==> src/rtl/desempacotar_vetores.sv <==
// rtl/desempacotar_vetores.sv - serial receiver/unpacker for the inverted 6-bit {b,a} vector word (optional parity: DESEMPACOTAR_PARIDADE_EN)
module desempacotar_vetores (
    input  logic       clk,
    input  logic       rst,
    input  logic       bit_in,
    input  logic       bit_valid,
    output logic       bit_ready,
    output logic       palavra_valid,
    input  logic       palavra_ready,
    output logic [2:0] a,
    output logic [2:0] b,
    output logic [2:0] saida_or_bit_a_bit,
    output logic       saida_or_logico,
    output logic       erro_paridade
);

`ifdef DESEMPACOTAR_PARIDADE_EN
    typedef enum logic [1:0] {
        RECEBE   = 2'd0,
        PARIDADE = 2'd1,
        CHEIO    = 2'd2
    } estado_t;
`else
    typedef enum logic [1:0] {
        RECEBE = 2'd0,
        CHEIO  = 2'd2
    } estado_t;
`endif

    estado_t    state_q, state_d;
    logic [2:0] cnt_q, cnt_d;
    logic [5:0] shift_q, shift_d;
    logic [2:0] a_q, a_d;
    logic [2:0] b_q, b_d;
    logic [2:0] or_q, or_d;
    logic       orl_q, orl_d;
    logic       carregar;
`ifdef DESEMPACOTAR_PARIDADE_EN
    logic       err_q, err_d;
`endif

    // Next-state logic: bit capture, frame completion and output handshake
    always_comb begin
        state_d  = state_q;
        cnt_d    = cnt_q;
        shift_d  = shift_q;
        a_d      = a_q;
        b_d      = b_q;
        or_d     = or_q;
        orl_d    = orl_q;
        carregar = 1'b0;
`ifdef DESEMPACOTAR_PARIDADE_EN
        err_d    = err_q;
`endif
        case (state_q)
            RECEBE: begin
                if (bit_valid) begin
                    shift_d[cnt_q] = bit_in;
                    cnt_d          = cnt_q + 3'd1;
                    if (cnt_q == 3'd5) begin
`ifdef DESEMPACOTAR_PARIDADE_EN
                        state_d  = PARIDADE;
`else
                        state_d  = CHEIO;
                        carregar = 1'b1;
`endif
                    end
                end
            end
`ifdef DESEMPACOTAR_PARIDADE_EN
            PARIDADE: begin
                if (bit_valid) begin
                    state_d  = CHEIO;
                    carregar = 1'b1;
                    // Even parity over data plus parity bit: odd XOR flags an error
                    err_d    = (^shift_q) ^ bit_in;
                end
            end
`endif
            CHEIO: begin
                if (palavra_ready) begin
                    state_d = RECEBE;
                    cnt_d   = 3'd0;
`ifdef DESEMPACOTAR_PARIDADE_EN
                    err_d   = 1'b0;
`endif
                end
            end
            default: begin
                state_d = RECEBE;
                cnt_d   = 3'd0;
            end
        endcase

        // Outputs are only refreshed on entry to CHEIO; shift_d already holds the last data bit
        if (carregar) begin
            a_d   = ~shift_d[2:0];
            b_d   = ~shift_d[5:3];
            or_d  = (~shift_d[2:0]) | (~shift_d[5:3]);
            orl_d = (shift_d[2:0] != 3'b111) || (shift_d[5:3] != 3'b111);
        end
    end

    // State and data registers with synchronous active-high reset
    always_ff @(posedge clk) begin
        if (rst) begin
            state_q <= RECEBE;
            cnt_q   <= 3'd0;
            shift_q <= 6'd0;
            a_q     <= 3'd0;
            b_q     <= 3'd0;
            or_q    <= 3'd0;
            orl_q   <= 1'b0;
`ifdef DESEMPACOTAR_PARIDADE_EN
            err_q   <= 1'b0;
`endif
        end else begin
            state_q <= state_d;
            cnt_q   <= cnt_d;
            shift_q <= shift_d;
            a_q     <= a_d;
            b_q     <= b_d;
            or_q    <= or_d;
            orl_q   <= orl_d;
`ifdef DESEMPACOTAR_PARIDADE_EN
            err_q   <= err_d;
`endif
        end
    end

    assign bit_ready          = !rst && (state_q != CHEIO);
    assign palavra_valid      = (state_q == CHEIO);
    assign a                  = a_q;
    assign b                  = b_q;
    assign saida_or_bit_a_bit = or_q;
    assign saida_or_logico    = orl_q;
`ifdef DESEMPACOTAR_PARIDADE_EN
    assign erro_paridade      = err_q;
`else
    assign erro_paridade      = 1'b0;
`endif

endmodule

==> config.mk <==
export PLATFORM = sky130hd
export DESIGN_NAME = desempacotar_vetores
export DESIGN_NICKNAME = d
export VERILOG_FILES = /design/src/rtl/desempacotar_vetores.sv
export SDC_FILE = /design/constraint.sdc
export NUM_CORES = 1
export LEC_CHECK = 0
export ABC_AREA = 1
export BUFFER_PORTS_ARGS = -buffer_cell sky130_fd_sc_hd__buf_2
export CORE_ASPECT_RATIO = 1.75
export CORE_MARGIN = 4
export CORE_UTILIZATION = 27
export DETAILED_ROUTE_END_ITERATION = 6
export GPL_TIMING_DRIVEN = 0
export HOLD_SLACK_MARGIN = 0.12
export SYNTH_ARGS = -nofsm -noshare
export SYNTH_HDL_FRONTEND = slang
export SYNTH_SLANG_ARGS = --single-unit
export TNS_END_PERCENT = 30
==> constraint.sdc <==
create_clock -name clk -period 1.95 [get_ports clk]
set_clock_uncertainty 0.15 [all_clocks]
set_input_delay 0.4875 -clock clk [delete_from_list [all_inputs] [get_ports clk]]
set_output_delay 0.4875 -clock clk [all_outputs]
set_load 0.03 [all_outputs]
* Word level (Yosys, flattened, before mapping)
Cells that the tools add are included.
** Word-level totals
- Memories kept :: 0
- Bits in writable memories :: 0
- Memory bits (read-only) :: 0
- Bits in registers :: 21
- Output and inout bits :: 13
- Logic and storage cells :: 43
- Latch bits :: 0
** Operators by class
- Bitwise gates (word level) :: 3
- Reduce and logical (&&, ||, !) cells :: 7
- Order comparisons :: 2
- Eq/ne operators :: 8
- Add/sub/neg operators :: 1
- Multipliers :: 0
- Muxes and demuxes :: 15
- Divide/modulo/power cells :: 0
- Shifts and indexed selects :: 0
** Operator list (count)
- two-way mux 6 bit :: 2
- bitwise mux 6 bit :: 1
- two-way mux 2 bit :: 3
- two-way mux 3 bit :: 2
- != test 2 bit, second input constant :: 3
- != test 3 bit, second input constant :: 2
- NOT 3 bit :: 2
- one-hot mux 3 bit (2 select lines) :: 1
- less-than comparator 3 x 4 -> 1 bit, second input constant :: 1
- two-way mux 1 bit :: 4
- one-hot mux 2 bit (2 select lines) :: 1
- adder 3 x 1 -> 3 bit, second input constant :: 1
- demux 1 bit (select 3 bit) :: 1
- equality test 3 bit, second input constant :: 1
- >= comparator 3 x 1 -> 1 bit, second input constant :: 1
- OR 3 bit :: 1
- AND reduction 3 bit :: 1
- equality test 2 bit, second input constant :: 1
- logical AND 1 bit :: 2
- zero test 2 bit :: 1
- != test 2 x 1 -> 1 bit, second input constant :: 1
- AND reduction 2 bit :: 1
- zero test 1 bit :: 1
- logical OR 1 bit :: 1

* Longest topological paths before layout
Gate-level depths: netlist of run 1.
- Word-level depth :: 9
- Gate-level depth with buffers :: 10

* Worst setup path before layout of run 1
Ideal clock, no wire load.
- Kind :: input to output
- Start :: in rst
- End :: out bit_ready
- Data arrival time :: 1285 ps
- Path slack :: 27 ps
- Stages on the path :: 3
- Required time :: 1312 ps
- Cell sequence :: clkbuf_1 > buf_1 > nor2_1
** On the way
- Longest elaborated chain between the ends :: 2
** Ends and longest elaborated chain
- from (decl) :: line 4 : input logic rst,
- zero test 1 bit :: line 131 : assign bit_ready = !rst && (state_q != CHEIO);
- logical AND 1 bit :: line 131
- to (decl) :: line 7 : output logic bit_ready,
No other way between the ends.

* Worst setup path in the final report of run 1
Same ends and word-level chain as after synthesis.

==> results of run 1 <==
[placed cells by master (no fill, tap or decap), drive strengths merged]
| cell | instances |
|---|---|
| a21oi | 8 |
| buf | 18 |
| bufinv | 1 |
| clkbuf | 4 |
| clkinv | 1 |
| conb | 1 |
| dfxtp | 20 |
| ha | 2 |
| inv | 20 |
| nand2 | 23 |
| nand3 | 8 |
| nand4 | 1 |
| nor2 | 30 |
| o21ai | 10 |
| o21bai | 2 |
| or2 | 1 |
| xor2 | 1 |
[synthesized netlist by cell type]
cell type / instances
buf_4: 1
or2_2: 1
nor2_4: 1
nand2_1: 21
conb_1: 1
buf_1: 1
buf_6: 1
ha_1: 2
o21ai_1: 2
inv_1: 17
xor2_1: 1
clkbuf_1: 1
nor2_2: 5
nand4_1: 1
o21bai_1: 2
nor2_1: 24
dfxtp_1: 20
nand3_4: 1
o21ai_0: 8
clkinv_2: 1
nand2_2: 2
inv_2: 3
a21oi_1: 8
nand3_1: 7
[final timing paths]
path	startpoint	to	slack, ns	cells after the start
worst max-delay path	rst	bit_ready	0.14	4
worst min-delay path	palavra_ready	state_q[1]	0.34	4
worst max register to register	cnt_q[1]	a[0]	0.28	9
worst min register to register	saida_or_logico	saida_or_logico	0.38	2
[power by group through the flow]
stage,logic (W),registers (W),clock network [W]
2_1_floorplan,0.0000524,0.000433,0
3_3_place_gp,0.0000691,0.000434,0
3_5_place_dp,0.0000699,0.000434,0
4_1_cts,0.0000707,0.000424,0.000421
5_1_grt,0.0000796,0.000426,0.000436
6_report,0.0000695,0.000424,0.000410
[per-layer routing]
metal  wire length (µm)  vias up
met3                 74        4
met2               1010       13
met4                 39        0
li1                   -      439
met5                  0        -
met1                778      354
[sequential cells by signal (all words and copies together), names as in the netlist]
register and flops:
b 3, saida_or_logico 1, state_q 1, a 3, saida_or_bit_a_bit 3, shift_q 6, cnt_q 3
[area by class of cell]
class / instances / area share, %
multi-input cells: 87 / 37.7
flip-flops and latches: 20 / 35.0
inverters: 21 / 7.00
repair buffers: 15 / 6.56
well taps: 45 / 4.92
clock buffers: 3 / 3.61
clock inverters: 1 / 2.63
plain buffers: 4 / 2.52
[kinds of logic after synthesis]
kind of cell | count (synthesis)
DFF | 20
other | 1
adders and majority gates | 2
AOI/OAI and AO/OA | 20
and+or+nand+nor | 63
xor gates and xnor gates | 1
buffers and inverters | 25
[critical path: stages]
cell	delay, ns
clkbuf_2	0.19
buf_2	0.26
nor2_1	0.05
buf_2	0.18
[per-stage QoR]
stage | setup TNS [ns] | std cells | instance area (µm²) | setup slack [ns]
6_report | 0 | 196 | 1140 | 0.144
3_3_place_gp | -0.197 | 192 | 1070 | -0.197
2_1_floorplan | 0 | 132 | 938 | 0.0272
5_1_grt | 0 | 196 | 1140 | 0.0664
3_5_place_dp | -0.194 | 192 | 1070 | -0.194
4_1_cts | 0 | 196 | 1140 | 0.122
==> summary by stage, run 1 <==
Status
The run finished with clean final reports.

Setup path
The required time at the worst-slack endpoint is roughly 1.3 ns. The critical path launch point type is an input pin. For the worst setup path, the data arrival time is 1.17 ns. The peak fanout along the critical path is 10. STA classifies the critical path endpoint as an output port. The worst setup path is of the in2out kind.

Clock network
The tree built by TritonCTS fans out to 20 sinks. Gates resized during post-CTS repair numbered 2. TritonCTS built the clock tree. For the worst-skew pair, the clock arrives at the later sink with an insertion delay of between 0.2 and 0.3 ns. The count of hold-fix buffers inserted at cts is 0. The cell sitting at the root of the clock tree is a clkbuf_8.

The maximum buffer depth of the clock tree is 2. In this run the number of H-tree levels came out at 1. In this run the post-CTS setup repair buffer count came out at 0. The number of clock buffers inserted by TritonCTS is 3. After clock tree synthesis, the clock-pin slew on the worst setup and hold paths is approximately 0.070 ns.

Floorplan
In this run the horizontal extent of the chip is about 53 µm. 18 I/O pins were placed. From bottom edge to top edge, the die measures 86.0 µm.

The area of the core region is 3360 µm². In this run the core area contains 28 standard-cell rows. The die covers approximately 4500 µm². The starting density of the core is about 28%.

Yosys
The share of synthesized area in the top cell type comes to between 40 and 50%. After synthesis, the netlist uses 24 different library cells. Synthesis produced about 130 cells. The summed instance area of the synthesized netlist is around 940 µm².

The adder and majority cell fraction of the synthesized area is under 10%. The post-synthesis sequential area ratio is between 40% and 50%. The main combinational cell family by area after synthesis is simple AND/OR/NAND/NOR gates. The average instance in the mapped netlist occupies 7.11 µm². Synthesis produced a netlist with a net count of around 140. Yosys printed 0 warnings.

After synthesis, the share of cell area in mux cells is 0%. Of the total synthesized cell area, the portion taken by AND, OR, NAND and NOR gates is 30.8%. Synthesis inferred 20 register bits.

Yosys attributes the largest share of cell area to dfxtp_1, nor2_1, nand2_1. The synthesized netlist devotes less than 1% of its cell area to XOR and XNOR gates. The library cell with the largest summed area after synthesis is dfxtp_1. The fraction of the mapped netlist area in compound gates is between 10 and 15%.

Global routing
The global-route track usage on met2 is ~16%. Global routing used between 10% and 20% of the available met1 tracks. The pin count of the biggest net entering global routing is 13. The busiest layer in global routing is met2.

The via count of the first global-routing pass came to between 700 and 800. In the global route stage, met3 resource usage came out at between 1.5 and 2%. The wire length of the first global-routing pass is roughly 3.2 mm. Global routing consumed, over all layers together, under 10% of the routing resources. The total overflow reported by the global router is 0. The number of antenna violations at the first check in global routing is 0.

Hold path
The type of the tightest min-delay check is in2reg.

Final layout
The sequential cell area in the final layout is 400 µm². In the final layout, the multi-input gates occupy about 430 µm². The final standard cell utilization of the core is roughly a third. The final layout contains approximately 160 nets. After filler insertion, the fill cell instance count of the layout stands at between 400 and 500. In the final layout, the share of cells above drive strength 1 is between 20% and 30%.

The number of antenna diodes in the final layout is 0. Compared with the post-synthesis result, the final layout area differs by 21.9%.

Pwr
The switching part of the total is between 20% and 30%. The sequential fraction of design power is between 40 and 50%. In this run, the clock network consumes 45.4% of the power.

The switching power is ~0.00019 W. Cell internal power was estimated by the tool at between 0.0007 and 0.0008 W. Across the VDD grid, the largest voltage drop is about 0.45 mV. The combinational power share is roughly 7.7%. In this run the static leakage power is 0.563 nW. The power after layout is around 0.00090 W. The total power per unit cell area is about 790 nW/µm².

Routing
In the final routed layout, each cell accounts on average for 9.69 µm. For this run, the detailed router's first-pass iteration total came to 4. The residual antenna-violating net count after detailed routing is 0. After the first detailed-routing iteration, the DRC count stood at 20. For this run, design rule violations remaining after detail routing come to 0. The final wirelength is around 1.9 mm. The number of vias after detailed routing is 810.

The via-per-instance ratio is slightly above 4.

Placed design
Once detailed placement completed, the half-perimeter wirelength came to about 1.5 mm. The total of buffers placed on input and output ports is 15. At the end of routability-driven placement, the weighted congestion stood at roughly 0.76.

Timing
The number of hold violations in the final report is 0. The number of max-slew violations in the final report was 0. The maximum operating frequency is ~550 MHz.

The time the worst path needs with I/O delays and setup is between 1.5 and 2 ns. Of the available clock period, the critical path in the final layout requires 92.6%. Final hold analysis gives a worst-case slack of between 0.3 and 0.4 ns.

Setup repair after global routing left no endpoint under its margin. Setup violations remaining at the end of the flow were counted as 0.

Run
Max-cap violations in this run came to 0.
Power figures use the tool's default switching activity.
==> run 2: changes to the inputs <==
--- a/config.mk
+++ b/config.mk
@@ -7,12 +7,12 @@
 export LEC_CHECK = 0
 export ABC_AREA = 1
 export BUFFER_PORTS_ARGS = -buffer_cell sky130_fd_sc_hd__buf_2
-export CORE_ASPECT_RATIO = 1.75
 export CORE_MARGIN = 4
-export CORE_UTILIZATION = 27
+export CORE_UTILIZATION = 52
 export DETAILED_ROUTE_END_ITERATION = 6
 export GPL_TIMING_DRIVEN = 0
 export HOLD_SLACK_MARGIN = 0.12
+export PLACE_DENSITY = 0.76
 export SYNTH_ARGS = -nofsm -noshare
 export SYNTH_HDL_FRONTEND = slang
 export SYNTH_SLANG_ARGS = --single-unit
==> run 2 against run 1 <==
Clock power shrank 42%. Final cell count shrank 10%. Clock-buffer cell count grew 1. Register-to-register slack gained 0.02 ns. Utilization grew 29 points. Via count grew 3.3%. Final area shrank 5.3%. Critical path type unchanged. Total power shrank 19%. Non-clock buffer count is the same.
==> summary by stage, run 2 (same netlist as run 1, synthesis figures left out) <==
Clock network
The count of hold-fix buffers inserted at cts is 0. The buffers inserted during post-CTS setup optimization is 0. The number of clock sinks seen by CTS is 20. In this run the number of H-tree levels came out at 1.

TritonCTS built the clock tree. The maximum buffer depth of the clock tree is 2. The clock-pin slew on the worst setup and hold paths is ~0.11 ns. Clock tree synthesis selected as its root buffer the cell clkbuf_4.

The insertion delay to the later sink of the worst-skew pair is between 0.2 and 0.3 ns. The number of clock buffers inserted by TritonCTS is 3.

Placed design
Once placement finished, the instance area stood at roughly 1000 µm². The final weighted congestion of routability-driven global placement is a little over 0.8. The count of buffers added on input and output ports is 15. Once placement completed, the tool counted placed cells totaling 172. Detailed placement finished with a half-perimeter wire length of 1.34 mm.

Routing
The pre-antenna-repair detailed-routing pass consisted of 4 iterations. After detailed routing, the average wire length per cell comes to approximately 10 µm. The remaining routing DRC violations is 0.

Across all layers, the routed design uses 837 vias. The final layout contains routed wiring with a total length of between 1.5 and 2 mm. Dividing the detail-routed via count by the number of cells gives approximately 4.8.

The residual antenna-violating net count after detailed routing is 0. The initial detailed-routing violation count is 21.

Timing
Setup repair after global routing left no endpoint under its margin. Based on the critical path, the design can be clocked at up to 553 MHz. The worst hold-check slack is 0.302 ns. The setup total negative slack is 0 ns. Dividing the final minimum period by the clock period gives between 90% and 100%. The time the worst path needs with I/O delays and setup is 1.81 ns. The number of hold violations in the final report is 0. The count of final setup violators is 0. The number of max-slew violations in the final report is 0.

Floorplan
The number of top-level pins is 18. The floorplan has 15 rows. The die extent in x is just over 50 µm. The die outline height is ~50 µm. The total die area is 2550 µm². The area of the core region is around 1700 µm². The starting density of the core is 54.3%.

Setup path
Data on the critical path arrives at its endpoint at ~1.2 ns. The critical path is of the in2out type. The critical path crosses 4 cells after its start point. The delay of the slowest cell on the worst path is approximately 0.25 ns.

In this design, the largest share of critical-path delay is due to buffers and inverters. The library cell appearing most often on the critical path is buf_2. Of all nets on the critical path, the largest fanout is 10. STA classifies the critical path endpoint as an output port. The total buffers and inverters traversed by the critical path is 3. The standard cell with the maximum stage delay on the critical path is buf_2. Traced cell by cell, the critical path runs through clkbuf_2, buf_2, nor2_1, buf_2. Measured in cells, the most critical reg-to-reg path has a length of 9. For the worst setup path, the data required time is between 1 and 1.5 ns. The worst setup path is launched from an input pin.

Global routing
The fraction of met1 tracks used by global routing is between 10% and 20%. The global-route track usage on met2 is 27.6%. The total global routing track utilization is roughly 16%.

In the global route stage, met3 resource usage came out at around 4.2%. The wire length of the first global-routing pass is roughly 3.2 mm. For this run the aggregate overflow at the end of global routing stands at 0. The via count of the first global-routing pass came to approximately 760.

The pin count of the biggest net entering global routing is 12. The layer flagged by global routing as most heavily used is met2. The number of antenna violations at the first check in global routing is 0.

Run
Max-cap violations in this run came to 0.

Final layout
The repair_antennas step left the layout with diodes totalling 0. The most common library cell in the layout ignoring fill and taps is nor2_1. The register ranked first by flip-flop count is shift_q. The number of flip-flops in the largest register is 6. The filler-free cell count of the finished design is between 150 and 200. The area growth from synthesis to layout is 15.5%.

The post-route netlist has roughly 25% of its cells at a drive strength greater than 1. Summing all non-filler instances in the final layout gives an area of 1080 µm². The library cells used most frequently in the layout, excluding fill and tap cells, are nor2_1, nand2_1, dfxtp_1. In the final design database the tool counted between 150 and 200 nets.

Pwr
The total power per unit cell area is 676 nW/µm². The design draws approximately 0.00073 W. The worst vdd rail ir drop is 0.523 mV. The leakage power is roughly 0.55 nW.

Hold path
The type of the tightest min-delay check is in2reg. The count of cells along the worst hold path is 4.

Status
The run finished with clean final reports.
-- run 2: cell count changes in the layout (fill, tap and decap cells not counted) --
cell	before	now
clkbuf_4	0	3
clkbuf_8	3	1
bufinv_16	1	0
-- run 2: final timing paths --
path	startpoint	end	slack (ns)
setup reg to reg	cnt_q[1]	a[0]	0.30
setup / recovery	rst	bit_ready	0.14
hold / removal	palavra_ready	state_q[1]	0.30
hold reg to reg	saida_or_logico	saida_or_logico	0.39
-- run 2: tightest hold or removal path: stages --
cell,delay [ns]
buf_2,0.09
inv_1,0.04
nand2_1,0.04
a21oi_1,0.05
-- run 2: layer usage --
metal | wire (µm) | up-vias | part of all wire, %
li1 | - | 442 | -
met1 | 792 | 379 | 44
met2 | 878 | 14 | 49
met3 | 95 | 2 | 5.3
met4 | 14 | 0 | 0.79
met5 | 0 | - | 0
-- run 2: cell type report --
cell class | count | area [µm²]
Buffer | 4 | 28.8
Multi-Input combinational cell | 87 | 432
Inverter | 21 | 80.1
Fill cell | 174 | 643
Sequential cell | 20 | 400
Timing Repair Buffer | 15 | 75.1
Clock buffer | 4 | 36.3
Tap cell | 25 | 31.3
-- run 2: metrics by stage --
step           setup slack [ns]  utilization, %
2_1_floorplan            0.0272               -
3_3_place_gp             -0.150            60.5
3_5_place_dp             -0.181            60.5
4_1_cts                   0.130            62.8
5_1_grt                  0.0495            62.8
6_report                  0.143            62.8
-- run 2: report_power, final --
group	switching (W)	internal, W
Combinational	0.0000466	0.0000224
Clock	0.000125	0.000114
Sequential	0.00000796	0.000416
Total	0.000180	0.000553
-- run 2: what timing repair did --
item                                    in CTS  in global routing
hold endpoints to repair                     0                  0
endpoints found under the setup margin       1                  0
gates resized for setup                      2                  0
